**src/rtl/clashup_out_tx.sv**
```systemverilog
// Byte FIFO feeding an 8N1 UART transmitter; a byte pushed into an idle, empty unit starts its start bit one cycle later.
// Backpressure: out_ready = !full (registered count only); a strobe while full is dropped and sets sticky overflow.
module clashup_out_tx #(
    parameter int DEPTH        = 8,
    parameter int CLKS_PER_BIT = 16
) (
    input  logic                     clk,
    input  logic                     rst,
    input  logic [7:0]               out_data,
    input  logic                     out_valid,
    output logic                     out_ready,
    input  logic                     ovf_clr,
    output logic                     tx,
    output logic                     busy,
    output logic [$clog2(DEPTH):0]   count,
    output logic                     overflow
);

    localparam int AW = $clog2(DEPTH);
    localparam int BW = $clog2(CLKS_PER_BIT);

    typedef enum logic [1:0] {IDLE, START, DATA, STOP} state_t;

    logic [7:0]    mem [DEPTH];
    logic [AW-1:0] wr_ptr;
    logic [AW-1:0] rd_ptr;
    logic          full;
    logic          empty;
    logic          push;
    logic          drop;
    logic          pop;

    state_t        state;
    state_t        state_nxt;
    logic [BW-1:0] baud;
    logic          baud_end;
    logic [2:0]    bit_idx;
    logic [7:0]    shift;
    logic [7:0]    shift_nxt;
    logic          tx_nxt;

    assign full      = (count == (AW+1)'(DEPTH));
    assign empty     = (count == '0);
    assign push      = out_valid && !full;
    assign drop      = out_valid && full;
    assign out_ready = !full;
    assign busy      = (state != IDLE);
    assign baud_end  = (baud == BW'(CLKS_PER_BIT - 1));

    // Storage carries no reset: pointers and count define what is valid.
    always_ff @(posedge clk) begin
        if (push) begin
            mem[wr_ptr] <= out_data;
        end
    end

    always_ff @(posedge clk or negedge rst) begin
        if (!rst) begin
            wr_ptr   <= '0;
            rd_ptr   <= '0;
            count    <= '0;
            overflow <= 1'b0;
        end else begin
            if (push) begin
                wr_ptr <= wr_ptr + 1'b1;
            end
            if (pop) begin
                rd_ptr <= rd_ptr + 1'b1;
            end
            case ({push, pop})
                2'b10:   count <= count + 1'b1;
                2'b01:   count <= count - 1'b1;
                default: count <= count;
            endcase
            if (drop) begin
                overflow <= 1'b1;
            end else if (ovf_clr) begin
                overflow <= 1'b0;
            end
        end
    end

    always_ff @(posedge clk or negedge rst) begin
        if (!rst) begin
            state   <= IDLE;
            baud    <= '0;
            bit_idx <= '0;
            shift   <= '0;
            tx      <= 1'b1;
        end else begin
            state <= state_nxt;
            shift <= shift_nxt;
            tx    <= tx_nxt;
            baud  <= (state == IDLE || baud_end) ? '0 : baud + 1'b1;
            if (state == START && baud_end) begin
                bit_idx <= '0;
            end else if (state == DATA && baud_end) begin
                bit_idx <= bit_idx + 1'b1;
            end
        end
    end

    always_comb begin
        state_nxt = state;
        pop       = 1'b0;
        case (state)
            IDLE: begin
                if (!empty) begin
                    state_nxt = START;
                    pop       = 1'b1;
                end
            end
            START: begin
                if (baud_end) begin
                    state_nxt = DATA;
                end
            end
            DATA: begin
                if (baud_end && bit_idx == 3'd7) begin
                    state_nxt = STOP;
                end
            end
            STOP: begin
                // Chain straight into the next start bit when more data waits.
                if (baud_end) begin
                    if (!empty) begin
                        state_nxt = START;
                        pop       = 1'b1;
                    end else begin
                        state_nxt = IDLE;
                    end
                end
            end
            default: state_nxt = IDLE;
        endcase
    end

    // tx is computed from the next state so the line itself is a flop output.
    always_comb begin
        shift_nxt = shift;
        tx_nxt    = 1'b1;
        if (pop) begin
            shift_nxt = mem[rd_ptr];
        end else if (state == DATA && baud_end) begin
            shift_nxt = {1'b0, shift[7:1]};
        end
        case (state_nxt)
            START:   tx_nxt = 1'b0;
            DATA:    tx_nxt = shift_nxt[0];
            default: tx_nxt = 1'b1;
        endcase
    end

endmodule
```
**config.mk**
```make
export PLATFORM = sky130hd
export DESIGN_NAME = clashup_out_tx
export DESIGN_NICKNAME = d
export VERILOG_FILES = /design/src/rtl/clashup_out_tx.sv
export SDC_FILE = /design/constraint.sdc
export NUM_CORES = 1
export LEC_CHECK = 0
export CORE_AREA = 2 2 89 91
export DETAILED_ROUTE_END_ITERATION = 6
export DIE_AREA = 0 0 91 93
export PLACE_DENSITY = 0.84
export SYNTH_ARGS = -nofsm -noshare
export SYNTH_HDL_FRONTEND = slang
export SYNTH_SLANG_ARGS = --single-unit
```
**constraint.sdc**
```tcl
create_clock -name clk -period 7.7 [get_ports clk]
set_input_delay 1.155 -clock clk [delete_from_list [all_inputs] [get_ports clk]]
set_output_delay 1.155 -clock clk [all_outputs]
set_load 0.02 [all_outputs]
```
**Yosys cells after proc, flatten, opt, wreduce, memory -nomap -nowiden**

Memories as Yosys holds them, arrays and structs flattened.
Index checks and enable logic that the tools add are counted.

- Memories: 1
- Memory bits (writable): 64
- Input bits: 12
- Logic and storage cells: 61
- Bits in registers: 29
- Output and inout bits: 8

- Equality and inequality tests: 10
- Add/subtract/negate cells: 6
- Reductions and logical operators: 14
- Muxes and demuxes: 20

Memory list:

| memory | depth | width | read ports | clocked after Yosys merged registers in | write ports | line | source |
|---|---|---|---|---|---|---|---|
| mem | 8 | 8 | 1 | 0 | 1 | 24 | `logic [7:0] mem [DEPTH];` |

Operators with widths:

| cell | count |
|---|---|
| 8-bit two-way mux | 2 |
| 2-bit nonzero test | 5 |
| 3-bit by 1-bit adder with 3-bit output, second input constant | 3 |
| 4-bit by 1-bit adder with 4-bit output, second input constant | 2 |
| 2-bit == test, second input constant | 4 |
| 4-bit == test, second input constant | 2 |
| 2-bit two-way mux | 4 |
| 2-bit one-hot mux with 4 select lines | 1 |
| 4-bit one-hot mux with 2 select lines | 1 |
| 1-bit two-way mux | 7 |
| 2-bit by 1-bit == test with 1-bit output, second input constant | 3 |
| 3-bit two-way mux | 2 |
| 1-bit logical AND | 5 |
| 4-bit logical NOT | 1 |
| 4-bit two-way mux | 1 |
| 1-bit one-hot mux with 2 select lines | 2 |
| 4-bit by 1-bit subtractor with 4-bit output, second input constant | 1 |
| 3-bit == test, second input constant | 1 |
| 2-bit logical NOT | 1 |
| 1-bit logical NOT | 1 |
| 1-bit logical OR | 1 |

**Depth between registers and ports, before layout**

- Word-level depth: 6
- Mapped depth: 13
- Gate-level depth less buffers: 12

**Least setup slack after synthesis**

No wires, ideal clock.

- Kind: input -> register
- From: input port out_valid
- To: memory mem[0][0] (enable)
- Path slack: 4.936 ns
- Data arrival time: 2.369 ns
- Cell stages on the path: 3
- Library setup time: 0.395 ns
- Data required time: 7.305 ns
- Path buffers: 0
- Cells stage by stage: nor2b_1 > inv_2 > nor4_1

- Longest elaborated chain between the ends: 3

Ends and longest elaborated chain:

| element | line | source |
|---|---|---|
| from (decl) | 10 | `input logic out_valid,` |
| 1-bit logical AND | 44 | `assign push = out_valid && !full;` |
| 1-bit two-way mux | 52 | `if (push) begin` |
| 1-bit two-way mux (implied by the code) | 53 | `mem[wr_ptr] <= out_data;` |
| to (decl) | 24 |  |

Every way passes these cells.

**Worst setup path after layout**

- From: input port out_valid
- To: memory mem[1][6] (enable)

The elaborated chain is that of the path after synthesis.

==> run metrics <==
status finished, final reports clean; Max Cap Viol 0; synth unique cells 44; yosys synthesis warning count 0; Post-Route Utilization 0.601; Placement Cell Area 4300 µm²; nets@finish 298; Max Fclk 313 MHz; count of pins over their slew limit 0; Gate Count Post-Synth 252; FP Rows 32; hold_ws 0.512 ns; First-pass DRT Iterations 5; Post-Syn Area per Cell 15.9 µm²; clock root cell clkbuf_8; Min-Delay Path Class flop to flop; Crit. End Element flop; post-DR wirelength/cell 17.6 µm; Core Region 7530 µm²; setup tns final 0 ns; cts bufs inserted 9; largest net degree at the start of global routing 30; fin area 4530 µm²; CP Data Required Time 7.67 ns; sequential-to-total area share from yosys stat 0.661; post-layout min period 3.20 ns; Post-Syn Nets 276; hold path depth 1; most area-hungry cell type in the Yosys netlist edfxtp_1; dpl ws 4.12 ns; GRT overflow 0; normalized max-slew margin 0.191; Final GP Congestion 0.797; P_leak 0.00166 µW; Global Route met2 Usage 0.279; Setup-failing EPs final 0; worst-margin pin slew 1.20 ns; Routed Antenna Nets 0; Die H 93 µm; Clock Latency Late Sink 0.36 ns; leading cell type in the layout, fill and taps excluded edfxtp_1; Detailed Place HPWL 4560 µm; RSZ-0062 raised after global routing false; initial antenna violation count 0; Total Routed Length 6710 µm; Crit Path Max Fanout 9; cts repair resizes 0; Max Root-Sink Buffers 2; final hold vios 0; fin crit share 0.415; Die Width 91 µm; final setup margin 4.50 ns; CP startpoint kind input port; postcts setup bufs 0; Worst EP arrival 3.17 ns; Syn-to-layout area delta 12.9%; CTS tree yes; top cell type's share of synthesized area 0.479; number of H-tree levels 3; # diodes 0; Vias/cell 5.60; DRC 0; first-pass GRT wire length 11100 µm; met3 Use GR 0.0371; Post-synth top flop edfxtp_1; Worst-path clk slew 0.09 ns; Synth Register Bits 93; Reg2Reg Depth 11; all-layer global routing usage 0.174; synth top area cells edfxtp_1 48%, dfrtp_1 17%, mux4_2 9.0%; vias post-DR 2133; M1 GR Usage 0.230; Top Usage Layer GRT met2; share of layout cells above drive strength 1 0.168; hold buffers post-CTS 0; Initial Util 0.533; fraction of registers with async set/reset 0.312; WS Path Type input port to flop; synthesized cell area 4010 µm²; die area 8460 µm²; Initial DRC Count 113; Peak VDD IR 0.000167 V; CTS Sinks 93; vias in the first global route 2182; Port Buffers 19; Top-Level Pins 20; clock skew 0.0102 ns; PD cells 359 nW/µm²; most frequent cells in the layout 64 x edfxtp_1, 28 x dfrtp_1, 19 x clkdlybuf4s50_1; EDFF count, synth 64
## path summary, 6_finish.rpt
path,from,end,slack [ns]
hold reg to reg,baud[0]$_DFF_PN0_,baud[0]$_DFF_PN0_,0.51
setup reg to reg,count[2]$_DFFE_PN0P_,count[2]$_DFFE_PN0P_,4.99
setup / recovery,out_valid,mem[1][6]$_DFFE_PP_,4.50
min in group asynchronous,rst,baud[0]$_DFF_PN0_,1.19
max in group asynchronous,rst,tx$_DFF_PN1_,6.20
hold / removal,baud[0]$_DFF_PN0_,baud[0]$_DFF_PN0_,0.51
## cells by family after synthesis
group / count (synthesis) / share of synthesized area
AOI/OAI and AO/OA: 39 / 0.0721
xor gates and xnor gates: 11 / 0.0240
adders and majority gates: 12 / 0.0374
buffers and inverters: 22 / 0.0218
DFF: 93 / 0.661
muxes: 26 / 0.116
and+or+nand+nor: 49 / 0.0683
## Yosys cell counts, types with 2 or more instances
cell,count
o22ai_1,2
nand2_1,14
mux4_2,16
inv_1,10
xnor2_1,7
a31oi_1,5
o21ai_0,4
nand2b_1,2
buf_2,4
dfrtp_1,28
mux2i_1,7
and3_1,9
nor2b_1,4
xor2_1,4
edfxtp_1,64
clkbuf_1,6
a41oi_2,2
a21oi_1,10
mux2_2,2
nor2_1,7
ha_1,12
a211oi_1,7
nor3_1,5
## registers in the layout (all words and copies together), names as in the netlist
name	cells
rd_ptr	3
bit_idx	3
shift	8
tx	1
mem	64
state	2
count	4
overflow	1
wr_ptr	3
baud	4
## stage by stage
stage	instances	power, µW
6_report	381	1630
5_1_grt	381	1720
3_3_place_gp	365	1260
2_1_floorplan	252	1140
3_5_place_dp	365	1290
4_1_cts	381	1640
## cell type report
cell class,count,area (µm²)
fill,576,3000
sequential,93,2650
multi-input combinational,137,1270
timing repair buffer,22,213
tap,102,128
clock buffer,9,124
clock inverter,7,98.8
inverter,11,41.3
## routing by layer
metal | share of wire | vias to the layer above | routed length [µm]
li1 | - | 1015 | -
met1 | 0.45 | 1079 | 3030
met2 | 0.50 | 28 | 3350
met3 | 0.028 | 11 | 191
met4 | 0.020 | 0 | 137
met5 | 0 | - | 0
## power breakdown
group | internal, µW | switching [µW]
sequential | 654 | 128
combinational | 262 | 227
clock | 184 | 170
## critical path, stage by stage
cell             delay (ns)
clkdlybuf4s50_1        0.51
nor2b_1                0.34
inv_2                  0.19
nor3_1                 0.98
No activity file was read; power rests on OpenSTA's default activity.
